**src/rtl/lsu_pkg.sv**
```systemverilog
// Shared types and defaults for the load/store unit.
// Holds the issue FSM state encoding, the request record and width defaults.
// No logic lives here.
package lsu_pkg;

  localparam int LSU_W         = 32;
  localparam int LSU_MEM_WORDS = 64;

  typedef enum logic [1:0] {
    IDLE  = 2'd0,
    ISSUE = 2'd1,
    HOLD  = 2'd2
  } lsu_state_e;

  typedef struct packed {
    logic             we;
    logic [LSU_W-1:0] addr;
    logic [LSU_W-1:0] wdata;
  } lsu_req_t;

endpackage

```
**src/rtl/lsu_fifo.sv**
```systemverilog
// Purpose: generic DEPTH-entry request FIFO with a combinational head view.
// Latency: a push at edge t is visible at the head (and in count) after edge t.
// Backpressure: full/empty come from the registered count; caller never pushes when full or pops when empty.
module lsu_fifo #(
  parameter int DEPTH = 4,
  parameter int DW    = 65,
  localparam int AW   = $clog2(DEPTH)
) (
  input  logic          clk,
  input  logic          rst,
  input  logic          push,
  input  logic [DW-1:0] push_dat,
  input  logic          pop,
  output logic [DW-1:0] head_dat,
  output logic          full,
  output logic          empty,
  output logic [AW:0]   count
);

  logic [DW-1:0] store [DEPTH];
  logic [AW-1:0] wr_ptr;
  logic [AW-1:0] rd_ptr;

  // Pointers wrap naturally because DEPTH is a power of two; push+pop leaves count unchanged.
  always_ff @(posedge clk or posedge rst) begin
    if (rst) begin
      wr_ptr <= '0;
      rd_ptr <= '0;
      count  <= '0;
    end else begin
      if (push) wr_ptr <= wr_ptr + 1'b1;
      if (pop)  rd_ptr <= rd_ptr + 1'b1;
      case ({push, pop})
        2'b10:   count <= count + 1'b1;
        2'b01:   count <= count - 1'b1;
        default: count <= count;
      endcase
    end
  end

  // Entry storage carries no reset; validity is tracked entirely by count.
  always_ff @(posedge clk) begin
    if (push) store[wr_ptr] <= push_dat;
  end

  assign head_dat = store[rd_ptr];
  assign full     = (count == (AW+1)'(DEPTH));
  assign empty    = (count == '0);

endmodule

```
**src/rtl/mem_lsu.sv**
```systemverilog
// Purpose: in-order load/store unit between a PE and a negedge-write, combinational-read memory.
// Latency: accept at edge t, issue during cycle t+1, response valid after edge t+2; 1 op/cycle sustained.
// Backpressure: req_ready = !full (no bypass); issue stalls while a held response is not taken (HOLD).
module mem_lsu
  import lsu_pkg::*;
#(
  parameter int DEPTH     = 4,
  parameter int MEM_WORDS = LSU_MEM_WORDS,
  parameter int W         = LSU_W
) (
  input  logic         CLK,
  input  logic         RST,
  input  logic         req_valid,
  output logic         req_ready,
  input  logic         req_we,
  input  logic [W-1:0] req_addr,
  input  logic [W-1:0] req_wdata,
  output logic         rsp_valid,
  input  logic         rsp_ready,
  output logic         rsp_is_ld,
  output logic         rsp_err,
  output logic [W-1:0] rsp_data,
  output logic [W-1:0] ld_addr,
  output logic [W-1:0] st_addr,
  output logic [W-1:0] data_out,
  output logic         write,
  input  logic [W-1:0] data_from_mem,
  output logic         busy
);

  localparam int CW = $clog2(DEPTH) + 1;
  localparam int DW = 2*W + 1;

  lsu_state_e     state, state_nxt;
  logic           push, pop, issue;
  logic           fifo_full, fifo_empty;
  logic [CW-1:0]  fifo_count;
  logic [DW-1:0]  head_dat;
  logic           head_we, head_oor;
  logic [W-1:0]   head_addr, head_wdata;

  assign req_ready = !fifo_full;
  assign push      = req_valid && req_ready;

  // Request record packed as {we, addr, wdata}, matching lsu_req_t field order.
  lsu_fifo #(.DEPTH(DEPTH), .DW(DW)) u_fifo (
    .clk      (CLK),
    .rst      (RST),
    .push     (push),
    .push_dat ({req_we, req_addr, req_wdata}),
    .pop      (pop),
    .head_dat (head_dat),
    .full     (fifo_full),
    .empty    (fifo_empty),
    .count    (fifo_count)
  );

  assign head_we    = head_dat[2*W];
  assign head_addr  = head_dat[2*W-1:W];
  assign head_wdata = head_dat[W-1:0];
  assign head_oor   = (head_addr >= W'(MEM_WORDS));

  // The head issues only when the response register is empty or being drained this cycle.
  assign issue = (state == ISSUE) && (!rsp_valid || rsp_ready);
  assign pop   = issue;

  // State register.
  always_ff @(posedge CLK or posedge RST) begin
    if (RST) state <= IDLE;
    else     state <= state_nxt;
  end

  // Next state: ISSUE stays put while entries remain after this pop (or one arrives).
  always_comb begin
    state_nxt = state;
    case (state)
      IDLE:    if (!fifo_empty) state_nxt = ISSUE;
      ISSUE: begin
        if (!issue)                                   state_nxt = HOLD;
        else if ((fifo_count > CW'(1)) || push)       state_nxt = ISSUE;
        else                                          state_nxt = IDLE;
      end
      HOLD:    if (rsp_ready) state_nxt = fifo_empty ? IDLE : ISSUE;
      default: state_nxt = IDLE;
    endcase
  end

  // Memory-side outputs; write is qualified by the actual issue so a stalled store never commits early.
  always_comb begin
    ld_addr  = '0;
    st_addr  = '0;
    data_out = '0;
    write    = 1'b0;
    if ((state == ISSUE) && !head_oor) begin
      if (head_we) begin
        st_addr  = head_addr;
        data_out = head_wdata;
        write    = issue;
      end else begin
        ld_addr  = head_addr;
      end
    end
  end

  // Response register: load on issue, clear when taken and nothing new issues.
  always_ff @(posedge CLK or posedge RST) begin
    if (RST) begin
      rsp_valid <= 1'b0;
      rsp_is_ld <= 1'b0;
      rsp_err   <= 1'b0;
      rsp_data  <= '0;
    end else if (issue) begin
      rsp_valid <= 1'b1;
      rsp_is_ld <= !head_we;
      rsp_err   <= head_oor;
      rsp_data  <= head_oor ? '0 : (head_we ? head_wdata : data_from_mem);
    end else if (rsp_ready) begin
      rsp_valid <= 1'b0;
    end
  end

  assign busy = !fifo_empty || rsp_valid;

endmodule

```
**config.mk**
```make
export PLATFORM = sky130hd
export DESIGN_NAME = mem_lsu
export DESIGN_NICKNAME = d
export VERILOG_FILES = /design/src/rtl/lsu_pkg.sv /design/src/rtl/lsu_fifo.sv /design/src/rtl/mem_lsu.sv
export SDC_FILE = /design/constraint.sdc
export NUM_CORES = 1
export LEC_CHECK = 0
export CAP_MARGIN = 20
export CORE_ASPECT_RATIO = 0.8
export CORE_MARGIN = 3
export CORE_UTILIZATION = 25
export CTS_BUF_LIST = sky130_fd_sc_hd__clkbuf_4 sky130_fd_sc_hd__clkbuf_8
export DETAILED_ROUTE_END_ITERATION = 12
export PLACE_DENSITY_LB_ADDON = 0.1
export SYNTH_ARGS = -nofsm -noshare
export SYNTH_HDL_FRONTEND = slang
export SYNTH_SLANG_ARGS = --single-unit
```
**constraint.sdc**
```tcl
create_clock -name CLK -period 3.44 [get_ports CLK]
set_clock_uncertainty 0.2 [all_clocks]
set_input_delay 0.516 -clock CLK [delete_from_list [all_inputs] [get_ports CLK]]
set_output_delay 0.516 -clock CLK [all_outputs]
set_load 0.02 [all_outputs]
```
==> results.md <==
- The share of the clock period used by the worst path after layout is 102%.
- After Yosys synthesis, and, or, nand and nor cells account for between 6 and 7% of the synthesized area.
- Across all hold checks on the routed design, the worst slack comes to around 0.15 ns.
- The signal on the critical path passes through buf_8 -> buf_4 -> nand3b_1 -> a221o_1 -> a21o_4 -> buf_6 -> nor4b_4 -> buf_4 -> buf_6.
- At the worst endpoint, the required time is ~2.7 ns.
- The measured slew at the worst slew-check pin is around 0.86 ns.
- The number of routed nets with antenna violations is 0.
- Measured against its own limit, the worst slew margin works out to 43.0%.
- The number of inserted diodes is 0.
- The number of standard cells after synthesis is 670.
- Summed over all cells, the static leakage comes to roughly 5.7 nW.
- The total track usage is a little under an eighth.
- The weighted congestion at the end of routability-driven global placement is slightly below 0.7.
- The post-synthesis sequential area ratio is between 70% and 80%.
- The initial DRC count is 315.
- The global routing met3 resource utilization is 3.04%.
- The first-pass iteration count of the detailed router is 4.
- After detailed placement, the total cell area comes to around 15000 um^2.
- The cell area after synthesis is between 10000 and 15000 um^2.
- The library cells used most frequently in the layout, excluding fill and tap cells, are 260 x sky130_fd_sc_hd__edfxtp_1, 137 x sky130_fd_sc_hd__clkdlybuf4s50_1, 71 x sky130_fd_sc_hd__buf_4.
- The layout-stage area growth over the synthesis result is 31.9%.
- Entering global routing, the biggest net connects 67 pins.
- The largest family of logic cells by synthesized area is multiplexers.
- The total CTS buffers is 51.
- Setup repair after global routing could not meet its margin everywhere.
- In the global route stage, met2 resource usage came out at a little under a fifth.
- Of the post-synthesis cell area, the part taken by muxes is between 10% and 20%.
- The leading area contributor after synthesis is sky130_fd_sc_hd__edfxtp_1.
- The post-detailed-routing wire length is roughly 31 mm.
- The vertical die dimension is slightly above 200 um.
- The first global-routing pass estimated ~46 mm of wire.
- The clock reaches the later pin of the worst-skew pair after around 0.59 ns.
- Leaving out fill and tap cells, the most frequent cell in the layout is sky130_fd_sc_hd__edfxtp_1.
- The max-cap check violation count is 0.
- The total area inside the core boundary comes to about 48000 um^2.
- The buffer and inverter count on the worst path is 5.
- The delay of the slowest cell on the worst path is about 0.48 ns.
- The number of top-level design ports is 235.
- The global routing usage on met1 is ~17%.
- The top cell type by area accounts for 64.3% of the synthesized area.
- The remaining routing DRC violations is 0.
- The share of synthesized flip-flops with an asynchronous set or reset is about 14%.
- The number of distinct library cells after synthesis is between 40 and 50.
- The final worst slack is -0.0681 ns.
- The number of rows created at floorplan is 71.
- The maximum clock path buffer count is 3.
- The routed length per instance is ~20 um.
- The setup TNS is -0.259 ns.
- The CTS clock-pin slew for the worst setup and hold paths is 0.06 ns.
- The critical path start-end classification is reg2out.
- The type of the worst min-delay path is in2async.
- STA classifies the critical path startpoint as a register.
- The mean instance size in the synthesized netlist is between 15 and 20 um^2.
- The number of hold-slack violations in the final timing report is 0.
- Clock tree synthesis selected as its root buffer the cell sky130_fd_sc_hd__clkbuf_8.
- The number of warning messages in the yosys log is 0.
- The worst IR drop on VDD is between 300 and 400 uV.
- The full die area is 51200 um^2.
- In the post-synthesis netlist, the biggest area contributors are sky130_fd_sc_hd__edfxtp_1 64%, sky130_fd_sc_hd__dfrtp_1 9.1%, sky130_fd_sc_hd__mux4_2 7.2%.
- Broken down by cell family, the worst path's largest delay share belongs to buffers and inverters.
- For this design, the sink count on the clock tree is 304.
- In this run the worst path has a maximum fanout of 7.
- The final layout contains about 1000 nets.
- The share of the synthesized netlist area taken by xor and xnor gates is less than 1%.
- The final period demand of the worst path is 3.51 ns.
- The fmax is between 0.2 and 0.3 GHz.
- The count of buffers inserted at the top-level ports is around 180.
- TritonCTS built the clock tree.
- The H-tree depth reported by CTS is 2.
- The synthesized netlist devotes less than 1% of its cell area to adder and majority cells.
- In this run the power density over the cells is between 700 and 800 nW/um^2.
- The type of destination of the critical path is a primary output.
- The finished cells cover between 15000 and 20000 um^2.
- The x dimension of the die is approximately 250 um.
- The remaining global-route overflow is 0.
- The layer flagged by global routing as most heavily used is met2.
- The run finished, with violations left.
- Data arrives at the worst endpoint at ~2.8 ns.
- The via count of the first global-routing pass is about 6900.
- Detailed routing inserted a total of 6529 vias.
- After synthesis the netlist holds a flip-flop and latch count of approximately 300.
- The post-route netlist has 27.9% of its cells at a drive strength greater than 1.
- The initial antenna violation count came to 1.
- On the critical path, the stage with the largest delay is an instance of sky130_fd_sc_hd__dfrtp_2.
- The final reports fail on setup timing.
- Using the TritonRoute via totals, the vias-per-cell ratio works out to 4.12.
- The most instantiated flip-flop cell in the synthesis netlist is sky130_fd_sc_hd__edfxtp_1.
- The count of endpoints failing setup in the final report is 7.
- The synthesized netlist devotes under 10% of its cell area to compound gates.
- In this run, synthesis inferred 260 flip-flops with an integrated enable.
- The number of max-slew violations in the final report was 0.
- The wire-length estimate of the detail-placed layout is 20.4 mm.
- The initial core utilization is between 20% and 30%.
Yosys cell counts (all sizes together), types with 2 or more instances:
cell type	number
o21ai	2
nor4	19
xnor2	5
and3	6
ha	9
nand4	4
nor3	3
nand2b	3
buf	75
nor2	12
edfxtp	260
nand3	3
mux4	39
or4	3
and2	38
nor4b	8
dfrtp	44
inv	7
nand2	41
mux2i	33
a21oi	4
clkbuf	6
o31ai	32
nor2b	3
sequential cells by signal, indices dropped and copies added, names as in the netlist, 2 cells and up:
name	cells
u_fifo.wr_ptr	2
u_fifo.count	3
rsp_data	32
u_fifo.rd_ptr	2
state	2
u_fifo.store	260
metal layers:
metal / routed length (um) / up-vias
li1: - / 3016
met1: 14800 / 3290
met2: 14300 / 165
met3: 1540 / 56
met4: 549 / 2
met5: 13 / -
area by class of cell:
cell class | instances | area (um^2)
Clock buffer | 69 | 850
Clock inverter | 24 | 166
Fill cell | 4607 | 31500
Inverter | 7 | 26.3
Multi-Input combinational cell | 329 | 3040
Sequential cell | 304 | 8910
Tap cell | 620 | 776
Timing Repair Buffer | 230 | 2230
power breakdown:
| group | leakage [nW] | switching (mW) | internal [mW] | total (mW) |
|---|---|---|---|---|
| clock | 0.540 | 1.48 | 1.76 | 3.24 |
| sequential | 2.97 | 0.204 | 4.75 | 4.95 |
| combinational | 2.21 | 1.87 | 1.26 | 3.13 |
what timing repair did:
item / in CTS / in global routing
setup buffers: 3 / 5
pin swaps: 13 / 6
setup endpoints to repair: 45 / 45
cloned: 0 / 0
hold buffers: 0 / 0
resized for setup: 254 / 18
cells by family after synthesis:
logic type | Yosys count
AO/OA/AOI/OAI | 43
XOR/XNOR | 6
adder cells (fa/ha/maj) | 9
buffers and inverters | 88
flip-flops | 304
multiplexers | 73
other | 1
AND/OR/NAND/NOR | 146
stage by stage:
step           utilization (%)  instances  power, mW  worst slack, ns
2_1_floorplan                -        721       6.96            0.306
3_3_place_gp              31.2       1483       8.14         -0.00736
3_5_place_dp              31.2       1483       8.12           0.0362
4_1_cts                   33.4       1579       11.5           -0.168
5_1_grt                   33.7       1583       12.0           -0.193
6_report                  33.7       1583       11.3          -0.0681
final timing paths:
check | startpoint | endpoint | slack, ns | cells after the start
min in group CLK | rsp_data[3] | rsp_data[3] | 0.28 | 2
worst min-delay path | RST | rsp_data[31] | 0.15 | 2
worst max-delay path | u_fifo.rd_ptr[1] | ld_addr[3] | -0.07 | 9
max in group asynchronous | RST | rsp_data[12] | 2.26 | 3
worst max register to register | u_fifo.rd_ptr[1] | rsp_data[7] | 0.75 | 9
worst min register to register | rsp_data[3] | rsp_data[3] | 0.28 | 2
Power figures use the tool's default switching activity.
==> variant 1: new RTL, same settings <==
Make the reset (`RST` and `rst`) synchronous in 3 clocked blocks.
--- a/src/rtl/lsu_fifo.sv
+++ b/src/rtl/lsu_fifo.sv
@@ -23,5 +23,5 @@
 
   // Pointers wrap naturally because DEPTH is a power of two; push+pop leaves count unchanged.
-  always_ff @(posedge clk or posedge rst) begin
+  always_ff @(posedge clk) begin
     if (rst) begin
       wr_ptr <= '0;
--- a/src/rtl/mem_lsu.sv
+++ b/src/rtl/mem_lsu.sv
@@ -66,5 +66,5 @@
 
   // State register.
-  always_ff @(posedge CLK or posedge RST) begin
+  always_ff @(posedge CLK) begin
     if (RST) state <= IDLE;
     else     state <= state_nxt;
@@ -104,5 +104,5 @@
 
   // Response register: load on issue, clear when taken and nothing new issues.
-  always_ff @(posedge CLK or posedge RST) begin
+  always_ff @(posedge CLK) begin
     if (RST) begin
       rsp_valid <= 1'b0;
Check against the original RTL: differs if RST is asserted again (counterexample within 4 cycles, from zero or initial values and one cycle with RST high); with RST held inactive, the same outputs for 4 cycles.
==> variant 1 against the unedited design <==
Via count rose by 3.2%. Non-clock buffer count shrank 20. Cell area down 2.8%. Global-route usage grew 0.65 points. Largest cell class unchanged. Area after synthesis decreased by 2.1%. Wire length is 3.0% higher. Sequential power is 9.9% lower. Worst setup slack gained 0.19 ns. Sequential cell count rose by 2. Register-to-register slack better by 0.26 ns. Die area down 2.0%. Total power is 13% lower. Cell count up 1.6%. Critical endpoint is now ld_addr[0].
==> variant 1: results (changes against the unedited design) <==
Status:
- The flow ran to the end, and the final reports show no timing, DRC or antenna violations.

Setup path:
- The source of the worst register-to-register timing path is u_fifo.count[0].
- The number of cell instances on the worst register-to-register path is 8 (-1).
- The cell with the largest stage delay on the worst path is edfxtp_1.
- The delay of the slowest cell on the worst path is 0.38 ns (-0.10 ns).
- The endpoint of the worst register-to-register path is u_fifo.count[2].

Timing:
- The worst hold slack was 0.245 ns (+0.0989 ns).
- The post-route fraction of the period consumed by the critical path is 0.966 (-0.0541).
- The actual slew at the worst max-slew pin came to 0.513 ns (-0.342 ns).

Route:
- The amount of wire on met2 after detailed routing is 13800 µm (-3.4%).
- The routed wire length is 32100 µm (+3.0%).
- The routed length on met1 is 15700 µm (+5.9%).
- The per-cell via count in the routed design is 4.19 (+1.6%).
- The detailed router's first-iteration violation count is 371 (+18%).
- The average routed wire per standard cell is 20.0 µm (+1.4%).

Global routing:
- The number of antenna violations at the first check in global routing came to 5 (+4).
- The overall routing resource usage is 0.126 (+0.00651).
- The via count of the first global-routing pass is 7159 (+3.3%).
- The met1 track demand over resource in global routing is 0.184 (+0.0161).
- The global-route track usage on met2 is 0.183 (-0.00131).
- The global-route wire length before repair was 47700 µm (+4.6%).

Synth:
- By count the netlist is led by edfxtp_1, nor2_1, buf_4.
- The xor-xnor portion of the synthesized cell area is 0.00369 (-0.000645).
- The sequential area share after synthesis is 0.735 (about the same).
- The share of async-settable or async-resettable flops after synthesis is 0 (-0.145).
- The fraction of the mapped netlist area in adder cells is 0.00842 (-0.000855).
- The compound-gate portion of the synthesized area was 0.0234 (-0.0114).
- The number of distinct standard cells referenced by the synthesized netlist is 40 (-2.4%).
- The synthesized netlist cell count came to 725 (+8.2%).

Clocking:
- The number of buffers inserted during clock tree synthesis is 52 (+2.0%).

Power and ir drop:
- The worst voltage drop across the vdd grid was 0.266 mV (-16%).

Place:
- The routability congestion estimate from global placement is 0.716 (+3.0%).
- The post-place instance area came to 14400 µm² (-2.7%).
- The post-placement cell count came to 1508 (+1.7%).

Hold path:
- The min-delay analysis places its worst path in the category register to register.

Final layout:
- The multi-input logic area was 2940 µm² (-3.4%).
- The fill cell instance count of the final layout came to 4581 (-0.56%).
[variant 1: final cells by class]
type,count,area share
Clock buffer,80,0.0603
Inverter,8,0.00193
Antenna cell,2,0.000322
Multi-Input combinational cell,377,0.189
Timing Repair Buffer,210,0.131
Clock inverter,13,0.00724
Sequential cell,306,0.561
Tap cell,612,0.0492
[variant 1: power by group]
group,total [mW],internal (mW),switching [mW]
Sequential,4.46,4.35,0.111
Combinational,2.12,0.879,1.24
Clock,3.29,1.88,1.41
[variant 1: repair_timing]
action | CTS | global route
setup endpoints to repair | 45 | 45
gates cloned | 1 | 0
resized for setup | 195 | 62
pin swaps | 3 | 6
buffers inserted | 3 | 1
[variant 1: worst min path at each step]
stage | end | cells after the start
floorplan | u_fifo.count[2] | 2
global placement | rsp_data[16] | 2
detailed placement | rsp_data[16] | 2
CTS | rsp_data[16] | 2
global route | rsp_data[7] | 2
finish | rsp_data[7] | 2
==> variant 2: new RTL, same flow settings <==
Made on the original files. `DEPTH` is set to 4 in 2 places; all go to 2.
--- a/src/rtl/lsu_fifo.sv
+++ b/src/rtl/lsu_fifo.sv
@@ -3,5 +3,5 @@
 // Backpressure: full/empty come from the registered count; caller never pushes when full or pops when empty.
 module lsu_fifo #(
-  parameter int DEPTH = 4,
+  parameter int DEPTH = 2,
   parameter int DW    = 65,
   localparam int AW   = $clog2(DEPTH)
--- a/src/rtl/mem_lsu.sv
+++ b/src/rtl/mem_lsu.sv
@@ -5,5 +5,5 @@
   import lsu_pkg::*;
 #(
-  parameter int DEPTH     = 4,
+  parameter int DEPTH     = 2,
   parameter int MEM_WORDS = LSU_MEM_WORDS,
   parameter int W         = LSU_W
Check against the original RTL: not equivalent (Yosys sat finds a counterexample within 4 cycles, from zero or initial values and one cycle with RST high).
==> variant 2 against the unedited design <==
Critical endpoint is now ld_addr[4]. Area after synthesis decreased by 38%. Worst setup slack improved by 0.23 ns. Total power decreased by 47%. Cell area decreased by 38%. Sequential cell count decreased by 133. Wire length decreased by 35%. Die area decreased by 37%. Combinational power decreased by 43%.
==> variant 2: results (changes against the unedited design) <==
Status:
- The flow ran to the end, and the final reports show no timing, DRC or antenna violations.

Clocking:
- The clock insertion delay at the later pin of the skew report is 0.47 ns (-0.12 ns).
- The maximum root-to-sink buffer count was 2 (-1).
- The post-CTS setup buffer count is 0 (-3).
- The clock-pin transition on the worst setup and hold timing paths is 0.11 ns (+0.05 ns).
- The number of buffers inserted during clock tree synthesis came to 17 (-67%).

Power and ir drop:
- The worst voltage drop across the vdd grid is 0.315 mV (-0.72%).
- The switching power summed over all nets was 2.16 mW (-39%).

Global routing:
- The global-route wire length before repair was 29800 µm (-35%).
- The via count of the first global-routing pass is 4874 (-30%).
- The overall routing resource usage came to 0.126 (+0.00662).
- The number of antenna violations at the first check in global routing is 7 (+6).

Place:
- The routability congestion estimate from global placement is 0.680 (-2.2%).
- The post-place instance area came to 9670 µm² (-35%).
- The post-placement cell count is 1068 (-28%).
- The detailed placer's ending HPWL is 14300 µm (-30%).

Setup path:
- The slowest stage of the critical path is the or4_4 cell.
- The worst register-to-register path begins at u_fifo.rd_ptr.
- The end of the critical path is ld_addr[4].
- The number of cell instances on the worst register-to-register path came to 6 (-3).
- The register-to-register setup slack is 0.94 ns (+0.19 ns).
- The delay of the slowest cell on the worst path is 0.56 ns (+0.08 ns).
- The highest net fanout along the worst path is 6 (-1).
- In this run the critical register-to-register path is captured at rsp_data[5].

Final layout:
- The fraction of layout instances using a drive strength above 1 is 0.217 (-0.0622).
- The layout net count is 815 (-21%).
- The largest registers in the layout are u_fifo.store x130, rsp_data x32.

Synth:
- By area the synthesized netlist is led by edfxtp_1, dfrtp_1, o41ai_2.
- The sequential area share after synthesis is 0.657 (-0.0768).
- The commonest cells after synthesis are edfxtp_1, nand2_1, buf_4.
- The share of async-settable or async-resettable flops after synthesis is 0.240 (+0.0950).
- The synthesized netlist cell count was 528 (-21%).
- The number of distinct standard cells referenced by the synthesized netlist is 35 (-15%).

Route:
- The routed wire length is 20300 µm (-35%).
- The average routed wire per standard cell is 18.5 µm (-6.2%).
- The per-cell via count in the routed design is 4.32 (+4.8%).
- The detailed router's first-iteration violation count is 149 (-53%).

Timing:
- The worst hold slack was 0.231 ns (+0.0848 ns).
- The actual slew at the worst max-slew pin is 0.884 ns (+0.0293 ns).
==> variant 2: cell families (layout without fill, tap and decap cells) <==
family / count (synthesis) / in the layout / synth area share
flops: 171 / 171 / 0.657
simple gates: 142 / 142 / 0.102
buf+inv: 91 / 235 / 0.0757
compound gates: 75 / 75 / 0.0998
mux: 40 / 40 / 0.0537
fa+ha+maj: 4 / 4 / 0.00667
xor+xnor: 4 / 4 / 0.00467
other cells: 1 / 52 / 0.000500
==> variant 2: cell type report <==
class,count,area (µm²)
fill,2911,19600
tap,377,472
clock buffer,17,234
inverter,5,18.8
sequential,171,4930
multi-input combinational,317,2270
clock inverter,15,151
timing repair buffer,198,1790
==> variant 2: through the flow <==
| step | setup TNS (ns) | setup WS, ns |
|---|---|---|
| after detailed placement | 0 | 0.131 |
| after global routing | -0.00468 | -0.00250 |
| after floorplan | 0 | 0.175 |
| final | 0 | 0.165 |
| after global placement | 0 | 0.191 |
| after CTS | 0 | 0.000576 |
==> variant 2: repair_timing <==
item | CTS | global route
resized for setup | 148 | 45
endpoints found under the setup margin | 44 | 41
pin swaps | 1 | 0
==> variant 2: worst register-to-register path, delay by kind of cell, from the launching register on <==
family | cells | cell delay, ns
buf+inv | 2 | 0.49
compound gates | 3 | 0.65
simple gates | 1 | 0.56
flops | 1 | 0.50
==> variant 2: worst min path at each step <==
stage | from | to | depth (start not counted)
global route | RST | rsp_is_ld | 2
detailed placement | rsp_data[30] | rsp_data[30] | 2
floorplan | u_fifo.count[0] | u_fifo.count[0] | 1
global placement | rsp_data[31] | rsp_data[31] | 2
finish | RST | rsp_is_ld | 2
CTS | RST | rsp_is_ld | 2
==> variant 2: power groups by stage <==
| stage | combinational, mW | sequential, mW | clock [mW] |
|---|---|---|---|
| final | 1.77 | 2.81 | 1.38 |
| after global routing | 1.97 | 2.84 | 1.52 |
| after CTS | 1.82 | 2.81 | 1.44 |
| after detailed placement | 1.81 | 2.85 | 0 |
| after global placement | 1.80 | 2.84 | 0 |
| after floorplan | 1.19 | 2.85 | 0 |
==> variant 2: metal layers <==
layer | vias up | GRT usage | wire length, µm
li1 | 2227 | - | -
met1 | 2329 | 0.163 | 9000
met2 | 166 | 0.200 | 9430
met3 | 21 | 0.0470 | 1600
met4 | 10 | 0.0339 | 248
met5 | - | 0 | 61
